### src/rtl/filt_pkg.sv
// filt_pkg: definitions shared by the IIR filter and its downstream stages.
//   NBINPUT_DEF / NBOUTPUT_DEF : default sample widths, shared with the filter
//   LOG2_DEC_DEF               : default log2 of the decimation factor
//   ACC_W                      : accumulator width for the default configuration
//   sat_signed(value, width)   : clamps a signed value to a width-bit signed range
package filt_pkg;

  localparam int NBINPUT_DEF  = 8;
  localparam int NBOUTPUT_DEF = 8;
  localparam int LOG2_DEC_DEF = 2;
  localparam int ACC_W        = NBINPUT_DEF + LOG2_DEC_DEF;

  // Clamp value into [-2**(width-1), 2**(width-1)-1]; width must be 2..31.
  function automatic logic signed [31:0] sat_signed(input logic signed [31:0] value,
                                                    input int width);
    logic signed [31:0] max_v;
    logic signed [31:0] min_v;
    max_v = (32'sd1 <<< (width - 1)) - 32'sd1;
    min_v = -(32'sd1 <<< (width - 1));
    if (value > max_v) return max_v;
    if (value < min_v) return min_v;
    return value;
  endfunction

endpackage

### src/rtl/filt_decim_out_if.sv
// filt_decim_out_if: sample stream into the decimator and the valid/ready
// stream out of it.
//   in_valid/in_data   : filter output samples (no back-pressure)
//   out_valid/out_ready/out_data : decimated samples to the next consumer
// Modports: master = producer/consumer side, slave = the decimator.
interface filt_decim_out_if
  import filt_pkg::*;
#(
  parameter int NBINPUT  = NBINPUT_DEF,
  parameter int NBOUTPUT = NBOUTPUT_DEF
);

  logic                       in_valid;
  logic signed [NBINPUT-1:0]  in_data;
  logic                       out_valid;
  logic                       out_ready;
  logic signed [NBOUTPUT-1:0] out_data;

  modport master (
    output in_valid, in_data, out_ready,
    input  out_valid, out_data
  );

  modport slave (
    input  in_valid, in_data, out_ready,
    output out_valid, out_data
  );

endinterface

### src/rtl/filt_sync_fifo.sv
// filt_sync_fifo: single-clock FIFO with a registered head.
//   clk, rst_n (async, active-low), clear (sync flush)
//   push/wdata : write request; accepted when not full, or when full with a pop
//   pop        : read request; ignored when empty
//   rdata      : registered head entry, holds its value while empty or not popped
//   full, empty, level : occupancy status
module filt_sync_fifo #(
  parameter int WIDTH = 8,
  parameter int DEPTH = 4,
  localparam int AW = $clog2(DEPTH),
  localparam int LW = AW + 1
) (
  input  logic             clk,
  input  logic             rst_n,
  input  logic             clear,
  input  logic             push,
  input  logic [WIDTH-1:0] wdata,
  input  logic             pop,
  output logic [WIDTH-1:0] rdata,
  output logic             full,
  output logic             empty,
  output logic [LW-1:0]    level
);

  logic [WIDTH-1:0] mem [DEPTH];
  logic [AW-1:0]    rd_ptr;
  logic [AW-1:0]    wr_ptr;
  logic [AW-1:0]    rd_ptr_nxt;
  logic [LW-1:0]    cnt;
  logic             do_pop;
  logic             do_push;

  assign empty      = (cnt == '0);
  assign full       = (cnt == LW'(DEPTH));
  assign level      = cnt;
  assign do_pop     = pop && !empty;
  // A full FIFO still takes a push when the head leaves in the same cycle.
  assign do_push    = push && (!full || do_pop);
  assign rd_ptr_nxt = rd_ptr + AW'(1);

  always_ff @(posedge clk or negedge rst_n) begin
    if (!rst_n) begin
      rd_ptr <= '0;
      wr_ptr <= '0;
      cnt    <= '0;
      rdata  <= '0;
    end else if (clear) begin
      rd_ptr <= '0;
      wr_ptr <= '0;
      cnt    <= '0;
      rdata  <= '0;
    end else begin
      if (do_push) wr_ptr <= wr_ptr + AW'(1);
      if (do_pop)  rd_ptr <= rd_ptr_nxt;
      cnt <= cnt + LW'(do_push) - LW'(do_pop);
      // Head register mirrors mem[rd_ptr]; refill it from storage when the
      // next entry already exists, otherwise straight from the write port.
      if (do_pop && (cnt > LW'(1)))
        rdata <= mem[rd_ptr_nxt];
      else if (do_push && (empty || (do_pop && (cnt == LW'(1)))))
        rdata <= wdata;
    end
  end

  always_ff @(posedge clk) begin
    if (do_push && !clear) mem[wr_ptr] <= wdata;
  end

endmodule

### src/rtl/filt_decim_out.sv
// filt_decim_out: boxcar average-and-decimate stage behind the 4-tap IIR filter.
// Sums DEC = 2**LOG2_DEC valid samples, divides by DEC with an arithmetic shift,
// saturates to NBOUTPUT bits and queues the result in a FIFO_DEPTH-entry FIFO.
//   clk, rst_n (async, active-low)
//   clear      : sync flush of accumulator, counter, FIFO and overflow flag
//   bus        : in_valid/in_data in, out_valid/out_ready/out_data out
//   overflow   : sticky, a decimated sample was dropped on a full FIFO
//   fifo_level : current FIFO occupancy
// Build option: define FILT_DECIM_ROUND_EN for round-half-up instead of floor.
module filt_decim_out
  import filt_pkg::*;
#(
  parameter int NBINPUT    = NBINPUT_DEF,
  parameter int NBOUTPUT   = NBOUTPUT_DEF,
  parameter int LOG2_DEC   = LOG2_DEC_DEF,
  parameter int FIFO_DEPTH = 4
) (
  input  logic                        clk,
  input  logic                        rst_n,
  input  logic                        clear,
  filt_decim_out_if.slave             bus,
  output logic                        overflow,
  output logic [$clog2(FIFO_DEPTH):0] fifo_level
);

  localparam int DEC   = 2 ** LOG2_DEC;
  localparam int SUM_W = NBINPUT + LOG2_DEC;

  logic signed [SUM_W-1:0]    acc;
  logic signed [SUM_W-1:0]    sum;
  logic signed [31:0]         res_wide;
  logic signed [NBOUTPUT-1:0] res_sat;
  logic [LOG2_DEC-1:0]        cnt;
  logic                       last;
  logic                       pop;
  logic                       fifo_full;
  logic                       fifo_empty;

  assign last = bus.in_valid && (cnt == LOG2_DEC'(DEC - 1));
  assign sum  = acc + SUM_W'(bus.in_data);
  assign pop  = bus.out_valid && bus.out_ready;

`ifdef FILT_DECIM_ROUND_EN
  // One extra bit so the rounding offset cannot wrap the full-scale sum.
  logic signed [SUM_W:0] sum_rnd;
  assign sum_rnd  = (SUM_W + 1)'(sum) + (SUM_W + 1)'(2 ** (LOG2_DEC - 1));
  assign res_wide = 32'(sum_rnd >>> LOG2_DEC);
`else
  assign res_wide = 32'(sum >>> LOG2_DEC);
`endif

  assign res_sat = NBOUTPUT'(sat_signed(res_wide, NBOUTPUT));

  always_ff @(posedge clk or negedge rst_n) begin
    if (!rst_n) begin
      acc      <= '0;
      cnt      <= '0;
      overflow <= 1'b0;
    end else if (clear) begin
      acc      <= '0;
      cnt      <= '0;
      overflow <= 1'b0;
    end else begin
      if (bus.in_valid) begin
        if (last) begin
          acc <= '0;
          cnt <= '0;
        end else begin
          acc <= sum;
          cnt <= cnt + LOG2_DEC'(1);
        end
      end
      // Block result is lost only when the FIFO is full and nothing leaves.
      if (last && fifo_full && !pop) overflow <= 1'b1;
    end
  end

  filt_sync_fifo #(
    .WIDTH (NBOUTPUT),
    .DEPTH (FIFO_DEPTH)
  ) u_fifo (
    .clk   (clk),
    .rst_n (rst_n),
    .clear (clear),
    .push  (last),
    .wdata (res_sat),
    .pop   (bus.out_ready),
    .rdata (bus.out_data),
    .full  (fifo_full),
    .empty (fifo_empty),
    .level (fifo_level)
  );

  assign bus.out_valid = !fifo_empty;

endmodule

### src/flat_wrapper.sv
// flat-port wrapper written by rule: the top's interface ports become plain ports
module filt_decim_out_flat import filt_pkg::*;
#(
  parameter int NBINPUT    = NBINPUT_DEF,
  parameter int NBOUTPUT   = NBOUTPUT_DEF,
  parameter int LOG2_DEC   = LOG2_DEC_DEF,
  parameter int FIFO_DEPTH = 4
)
  (clk, rst_n, clear, overflow, fifo_level, bus_in_valid, bus_in_data, bus_out_ready, bus_out_valid, bus_out_data);
  filt_decim_out_if #(.NBINPUT(NBINPUT), .NBOUTPUT(NBOUTPUT)) bus_i ();
  input  logic clk;
  input  logic rst_n;
  input  logic clear;
  output logic overflow;
  output logic [$clog2(FIFO_DEPTH):0] fifo_level;
  input wire logic [$bits(bus_i.in_valid)-1:0] bus_in_valid;
  input wire logic [$bits(bus_i.in_data)-1:0] bus_in_data;
  input wire logic [$bits(bus_i.out_ready)-1:0] bus_out_ready;
  output wire logic [$bits(bus_i.out_valid)-1:0] bus_out_valid;
  output wire logic [$bits(bus_i.out_data)-1:0] bus_out_data;
  assign bus_i.in_valid = bus_in_valid;
  assign bus_i.in_data = bus_in_data;
  assign bus_i.out_ready = bus_out_ready;
  assign bus_out_valid = bus_i.out_valid;
  assign bus_out_data = bus_i.out_data;
  filt_decim_out #(.NBINPUT(NBINPUT), .NBOUTPUT(NBOUTPUT), .LOG2_DEC(LOG2_DEC), .FIFO_DEPTH(FIFO_DEPTH)) u_core (.clk(clk), .rst_n(rst_n), .clear(clear), .bus(bus_i), .overflow(overflow), .fifo_level(fifo_level));
endmodule
### config.mk
export PLATFORM = sky130hd
export DESIGN_NAME = filt_decim_out_flat
export DESIGN_NICKNAME = d
export VERILOG_FILES = /design/src/rtl/filt_pkg.sv /design/src/rtl/filt_decim_out_if.sv /design/src/rtl/filt_sync_fifo.sv /design/src/rtl/filt_decim_out.sv /design/src/flat_wrapper.sv
export SDC_FILE = /design/constraint.sdc
export NUM_CORES = 1
export LEC_CHECK = 0
export BUFFER_PORTS_ARGS = -buffer_cell sky130_fd_sc_hd__clkbuf_2
export CAP_MARGIN = 30
export CORE_ASPECT_RATIO = 1.2
export CORE_UTILIZATION = 55
export CTS_CLUSTER_SIZE = 40
export DETAILED_ROUTE_END_ITERATION = 6
export PLACE_DENSITY = 0.74
export SYNTH_ARGS = -nofsm -noshare
export SYNTH_HDL_FRONTEND = slang
export SYNTH_SLANG_ARGS = --single-unit
### constraint.sdc
create_clock -name clk -period 4.3 [get_ports clk]
set_clock_uncertainty 0.05 [all_clocks]
set_input_delay 1.29 -clock clk [delete_from_list [all_inputs] [get_ports clk]]
set_output_delay 1.29 -clock clk [all_outputs]
set_load 0.01 [all_outputs]
==> results.sh, run 1 <==
export IMPL_post_route_min_period_ns=2.99
export IMPL_intPower_w=0.00115
export IMPL_fmax_ghz=0.334
export IMPL_synthArstFlopShare_pct=46.7
export IMPL_io_pins=26
export IMPL_ir_drop_mv=0.219
export IMPL_drtIter0Drc=199
export IMPL_place_gp_congestion=0.892
export IMPL_antenna_found_initial=0
export IMPL_cp_end_kind="flop"
export IMPL_rsz0062_at_grt="false"
export IMPL_nNetsFinal=306
export IMPL_routedWlPerCell_um=17.3
export IMPL_switching_share_pct=30.6
export IMPL_post_cts_resized=0
export IMPL_maxSlewViolCount=0
export IMPL_core_area_mm2=0.00533
export IMPL_port_buffers=25
export IMPL_yosys_warnings=0
export IMPL_grt_first_pass_wirelength_um=9540
export IMPL_syn_to_final_growth_pct=11.6
export IMPL_num_vias=2005
export IMPL_clk_path_buf_depth=2
export IMPL_status="finished, final reports clean"
export IMPL_worstPathCellList="clkbuf_2 > ha_1 > fa_1 > a21oi_1 > o21ai_1 > a21o_1 > a221oi_2 > inv_2 > a22o_1"
export IMPL_cts_root_buf="clkbuf_8"
export IMPL_post_route_period_util_pct=69.6
export IMPL_post_cts_setup_buffers=0
export IMPL_ys_types=55
export IMPL_diodes=0
export IMPL_clkLatencyLatePin_ns=0.34
export IMPL_numCtsBuffers=9
export IMPL_cp_max_fo=5
export IMPL_pwr_share_seq_pct=44.9
export IMPL_syn_num_nets=279
export IMPL_nFillCells=426
export IMPL_cts_tree="built"
export IMPL_synth_edf_count=32
export IMPL_hold_viol=0
export IMPL_rrSetupSlack_ns=1.93
export IMPL_die_area_mm2=0.00590
export IMPL_firstDrtPassIters=4
export IMPL_reg2reg_from="u_core.cnt[0]"
export IMPL_cts_reportedPaths_clkPinSlew_ns=0.07
export IMPL_path_delay_family="compound AO/OA/AOI/OAI gates"
export IMPL_drive_above_1_share_pct=20.9
export IMPL_hp_class="reg -> reg"
export IMPL_overflow=0
export IMPL_cp_slowest_cell="fa_1"
export IMPL_p_per_area_mw_per_mm2=482
export IMPL_critPathMaxStageDelay_ns=0.41
export IMPL_netlist_instances=246
export IMPL_cts_max_level=3
export IMPL_rows=29
export IMPL_first_global_vias=1998
export IMPL_power_total_w=0.00166
export IMPL_initial_core_util_pct=57.7
export IMPL_clkPwrFrac_pct=29.9
export IMPL_min_to="u_core.overflow"
export IMPL_synth_area_mm2=0.00308
export IMPL_yosysSeqAreaShare_pct=54.0
export IMPL_cts_sinks=60
export IMPL_grt_start_max_net_pins=32
export IMPL_grtUsageTotal_pct=22.2
export IMPL_p_leak_nw=1.46
export IMPL_final_setup_viol_count=0
export IMPL_cp_start_kind="input pin"
export IMPL_detail_route_drc_violations=0
export IMPL_die_w_um=70.3
export IMPL_min_delay_path_depth=2
export IMPL_fin_util_pct=64.4
export IMPL_required_ns=4.48
export IMPL_critical_path_class="in -> reg"
export IMPL_worst_path_buf_inv=2
export IMPL_synth_area_per_cell_um2=12.5
export IMPL_arrival_ns=3.18
export IMPL_ys_seq_elements=60
export IMPL_max_slew_margin_pct=47.2
export IMPL_p_sw_w=0.000508
export IMPL_rr_worst_depth=9
export IMPL_whs_ns=0.450
export IMPL_rr_endpoint="u_core.u_fifo.level[2]"
export IMPL_power_frac_comb_pct=25.2
export IMPL_ant_nets=0
export IMPL_synth_flop_cell="edfxtp_1"
export IMPL_ctsHoldBuffers=0
export IMPL_tightest_slew_ns=0.792
export IMPL_hpwl_um=4090
export IMPL_die_y_um=83.9
export IMPL_maxCapViolCount=0
export IMPL_wl_um=5880
export IMPL_post_drt_via_cell_ratio=5.90
export IMPL_min_delay_start="u_core.overflow"
export IMPL_tns_ns=0
[how the worst max path moves through the flow]
stage                     slack (ns)                      end  cells past startpoint            from
after global placement          1.02            u_core.acc[8]                      9  bus_in_data[0]
after detailed placement        0.97            u_core.acc[8]                      9  bus_in_data[0]
after CTS                       1.32            u_core.acc[8]                      9  bus_in_data[0]
after floorplan                 1.17   u_core.u_fifo.level[2]                     10    bus_in_valid
final                           1.31            u_core.acc[8]                      9  bus_in_data[0]
after global routing            1.20  u_core.u_fifo.mem[0][7]                      7  bus_in_data[4]
[area by class of cell]
| type | count | area, µm² | share of cell area, % |
|---|---|---|---|
| tap | 62 | 77.6 | 2.26 |
| sequential | 60 | 1660 | 48.4 |
| clock inverter | 5 | 52.6 | 1.53 |
| clock buffer | 11 | 141 | 4.12 |
| inverter | 13 | 48.8 | 1.42 |
| multi-input combinational | 163 | 1320 | 38.4 |
| timing repair buffer | 26 | 133 | 3.86 |
[registers in the layout, indices dropped and copies added, names as in the netlist]
register	flops
u_core.u_fifo.level	3
u_core.u_fifo.mem	32
u_core.u_fifo.wr_ptr	2
u_core.u_fifo.rd_ptr	2
u_core.u_fifo.rdata	8
u_core.cnt	2
u_core.acc	10
u_core.overflow	1
[worst register-to-register path: cells and delay by family (launching register included)]
family        cells  cell delay, ns
simple gates      3            0.51
fa+ha+maj         4            1.11
buf+inv           1            0.04
flops             1            0.37
xor+xnor          1            0.16
[per-stage QoR]
step | setup WS [ns] | std cells | area, µm²
3_5_place_dp | 0.975 | 324 | 3240
5_1_grt | 1.20 | 340 | 3430
4_1_cts | 1.32 | 340 | 3430
3_3_place_gp | 1.02 | 324 | 3240
2_1_floorplan | 1.17 | 246 | 3080
6_report | 1.31 | 340 | 3430
[cell usage in the layout (no fill, tap or decap), drive strengths merged, types with 3 or more instances in the layout]
master   n
a22o     4
clkinv   4
inv     12
o21ai    6
edfxtp  32
mux4     8
nand2   14
or3      3
a211oi   3
a22oi    5
a21o     5
nor2b    3
clkbuf  36
nor2    26
xor2     5
mux2i    6
nor3     3
a21oi    9
nand3    3
xnor2    4
and2     8
o211ai   3
dfrtp   28
ha      18
nand3b   3
[kinds of logic (layout without fill, tap and decap cells)]
logic type / Yosys count / after routing / synth area share [%]
AND/OR/NAND/NOR: 70 / 70 / 11.5
flip-flops: 60 / 60 / 54.0
AO/OA/AOI/OAI: 49 / 49 / 12.1
buffers and inverters: 23 / 55 / 3.09
adder cells (fa/ha/maj): 20 / 20 / 8.62
multiplexers: 15 / 15 / 8.17
XOR/XNOR: 9 / 9 / 2.56
[cells in the mapped netlist (2+ instances only)]
master | number | area (µm²)
o21ai_0 | 5 | 25.0
mux2i_1 | 6 | 60.1
a21oi_1 | 9 | 45.0
nor2_1 | 26 | 97.6
buf_4 | 2 | 15.0
mux4_2 | 8 | 180
nand2_1 | 13 | 48.8
inv_1 | 11 | 41.3
a22oi_1 | 5 | 37.5
a31oi_1 | 2 | 12.5
or3_1 | 2 | 12.5
ha_1 | 18 | 225
nor3_1 | 3 | 15.0
nor2b_1 | 3 | 18.8
edfxtp_1 | 32 | 961
dfrtp_1 | 28 | 701
a21o_1 | 5 | 37.5
xnor2_1 | 4 | 35.0
o211ai_1 | 3 | 22.5
a211oi_1 | 3 | 22.5
a22o_1 | 4 | 35.0
clkbuf_1 | 6 | 22.5
xor2_1 | 5 | 43.8
nand3_1 | 3 | 15.0
nand3b_1 | 3 | 22.5
fa_1 | 2 | 40.0
and2_1 | 7 | 43.8
[metal layers]
metal  up-vias  track usage, %  wire length [µm]
met3         9            5.19               185
li1        962               -                 -
met2        43            38.0              3090
met5         -               0                 0
met1       991            25.8              2510
met4         0            10.9                90
[power by group through the flow]
stage,logic (W),registers [W],clock network [W]
2_1_floorplan,0.000316,0.000735,0
3_3_place_gp,0.000409,0.000755,0
3_5_place_dp,0.000416,0.000757,0
4_1_cts,0.000419,0.000746,0.000500
5_1_grt,0.000467,0.000753,0.000522
6_report,0.000418,0.000743,0.000495
(Power assumes the default switching activity.)
==> run 2, diff against run 1 <==
Clock period 4.3 ns to 3.1 ns, I/O delays scaled along.
==> results.sh, run 2 (synthesis results as in run 1) <==
export IMPL_min_to="u_core.overflow"
export IMPL_cts_sinks=60
export IMPL_die_w_um=70.3
export IMPL_cts_root_buf="clkbuf_8"
export IMPL_required_ns=3.28
export IMPL_cp_max_fo=5
export IMPL_firstDrtPassIters=4
export IMPL_mostFrequentLayoutCells="edfxtp_1, dfrtp_1, nor2_1"
export IMPL_rows=29
export IMPL_maxSlewViolCount=0
export IMPL_worst_path_buf_inv=2
export IMPL_first_global_vias=2061
export IMPL_post_cts_resized=0
export IMPL_clk_path_buf_depth=2
export IMPL_critPathMaxStageDelay_ns=0.41
export IMPL_p_leak_nw=1.50
export IMPL_final_common_cell="edfxtp_1"
export IMPL_routedWlPerCell_um=17.3
export IMPL_grt_start_max_net_pins=29
export IMPL_cts_max_level=3
export IMPL_power_frac_comb_pct=25.3
export IMPL_detail_route_drc_violations=0
export IMPL_grtUsageTotal_pct=23.3
export IMPL_regMostFlops="u_core.u_fifo.mem"
export IMPL_reg2reg_from="u_core.acc[0]"
export IMPL_intPower_w=0.00162
export IMPL_rsz0062_at_grt="false"
export IMPL_syn_to_final_growth_pct=13.5
export IMPL_wl_um=5980
export IMPL_max_slew_margin_pct=48.7
export IMPL_reg_largest_list="u_core.u_fifo.mem (32), u_core.acc (10), u_core.u_fifo.rdata (8)"
export IMPL_clkPwrFrac_pct=30.2
export IMPL_clkLatencyLatePin_ns=0.33
export IMPL_min_delay_start="u_core.overflow"
export IMPL_port_buffers=25
export IMPL_cts_reportedPaths_clkPinSlew_ns=0.07
export IMPL_pwr_share_seq_pct=44.5
export IMPL_die_area_mm2=0.00590
export IMPL_drive_above_1_share_pct=22.2
export IMPL_grt_first_pass_wirelength_um=10200
export IMPL_overflow=0
export IMPL_arrival_ns=2.81
export IMPL_path_delay_family="compound AO/OA/AOI/OAI gates"
export IMPL_cp_start_kind="input pin"
export IMPL_nFillCells=427
export IMPL_post_cts_setup_buffers=0
export IMPL_critical_path_class="in -> reg"
export IMPL_fmax_ghz=0.379
export IMPL_ctsHoldBuffers=0
export IMPL_worstPathCellList="clkbuf_2 > ha_1 > fa_1 > a21oi_1 > o21ai_1 > a21o_1 > a221oi_2 > inv_2 > a22o_1"
export IMPL_hpwl_um=4300
export IMPL_diodes=0
export IMPL_ant_nets=0
export IMPL_post_drt_via_cell_ratio=5.85
export IMPL_fin_util_pct=65.5
export IMPL_switching_share_pct=30.3
export IMPL_ir_drop_mv=0.301
export IMPL_io_pins=26
export IMPL_setup_ws_ns=0.465
export IMPL_post_route_min_period_ns=2.64
export IMPL_final_setup_viol_count=0
export IMPL_die_y_um=83.9
export IMPL_core_area_mm2=0.00533
export IMPL_maxCapViolCount=0
export IMPL_antenna_found_initial=0
export IMPL_largest_reg_flops=32
export IMPL_drtIter0Drc=151
export IMPL_power_total_w=0.00232
export IMPL_cts_tree="built"
export IMPL_rrSetupSlack_ns=0.77
export IMPL_initial_core_util_pct=57.7
export IMPL_tns_ns=0
export IMPL_nNetsFinal=312
export IMPL_dp_slack_ns=0.124
export IMPL_place_gp_congestion=0.902
export IMPL_p_sw_w=0.000705
export IMPL_rr_worst_depth=8
export IMPL_hold_viol=0
export IMPL_tightest_slew_ns=0.770
export IMPL_min_delay_path_depth=2
export IMPL_cp_end_kind="flop"
export IMPL_status="finished, final reports clean"
export IMPL_rr_endpoint="u_core.acc[8]"
export IMPL_numCtsBuffers=9
export IMPL_hp_class="reg -> reg"
export IMPL_post_route_period_util_pct=85.0
export IMPL_p_per_area_mw_per_mm2=666
export IMPL_cp_slowest_cell="fa_1"
export IMPL_num_vias=2024
run 2: worst register-to-register path, stage by stage, from the launching register on:
cell      delay, ns
dfrtp_1        0.38
ha_1           0.21
fa_1           0.41
a21oi_1        0.20
o21ai_1        0.13
a21o_1         0.23
a221oi_2       0.32
inv_2          0.10
a22o_1         0.20
run 2: per-stage QoR:
step / cells / instance area (µm²) / hold WS (ns)
4_1_cts: 346 / 3490 / 0.456
3_3_place_gp: 330 / 3290 / 0.436
6_report: 346 / 3490 / 0.446
2_1_floorplan: 246 / 3080 / 0.427
5_1_grt: 346 / 3490 / 0.502
3_5_place_dp: 330 / 3290 / 0.440
run 2: layer usage:
metal,vias to the layer above,global-route usage [%],wire [µm]
met5,-,0,0
met4,0,11.8,141
met3,15,5.31,317
met2,48,36.6,2910
met1,982,30.3,2610
li1,979,-,-
run 2: power groups by stage:
stage,sequential [W],clock [W],combinational [W]
6_report,0.00103,0.000702,0.000589
5_1_grt,0.00105,0.000755,0.000658
4_1_cts,0.00104,0.000717,0.000593
3_5_place_dp,0.00105,0,0.000590
3_3_place_gp,0.00105,0,0.000578
2_1_floorplan,0.00102,0,0.000439
run 2: area by class of cell:
| class | instances | area (µm²) | area share (%) |
|---|---|---|---|
| Sequential cell | 60 | 1660 | 47.6 |
| Multi-Input combinational cell | 163 | 1320 | 37.8 |
| Clock buffer | 14 | 195 | 5.59 |
| Timing Repair Buffer | 32 | 178 | 5.09 |
| Tap cell | 62 | 77.6 | 2.22 |
| Inverter | 13 | 48.8 | 1.40 |
| Clock inverter | 2 | 11.3 | 0.322 |
run 2: worst max path at each step:
stage | from | to | depth (start not counted)
floorplan | bus_in_valid | u_core.u_fifo.level[2] | 10
global placement | bus_in_data[0] | u_core.acc[8] | 9
detailed placement | bus_in_data[0] | u_core.acc[8] | 9
CTS | bus_in_data[0] | u_core.acc[8] | 9
global route | bus_in_data[0] | u_core.acc[8] | 9
finish | bus_in_data[0] | u_core.acc[8] | 9
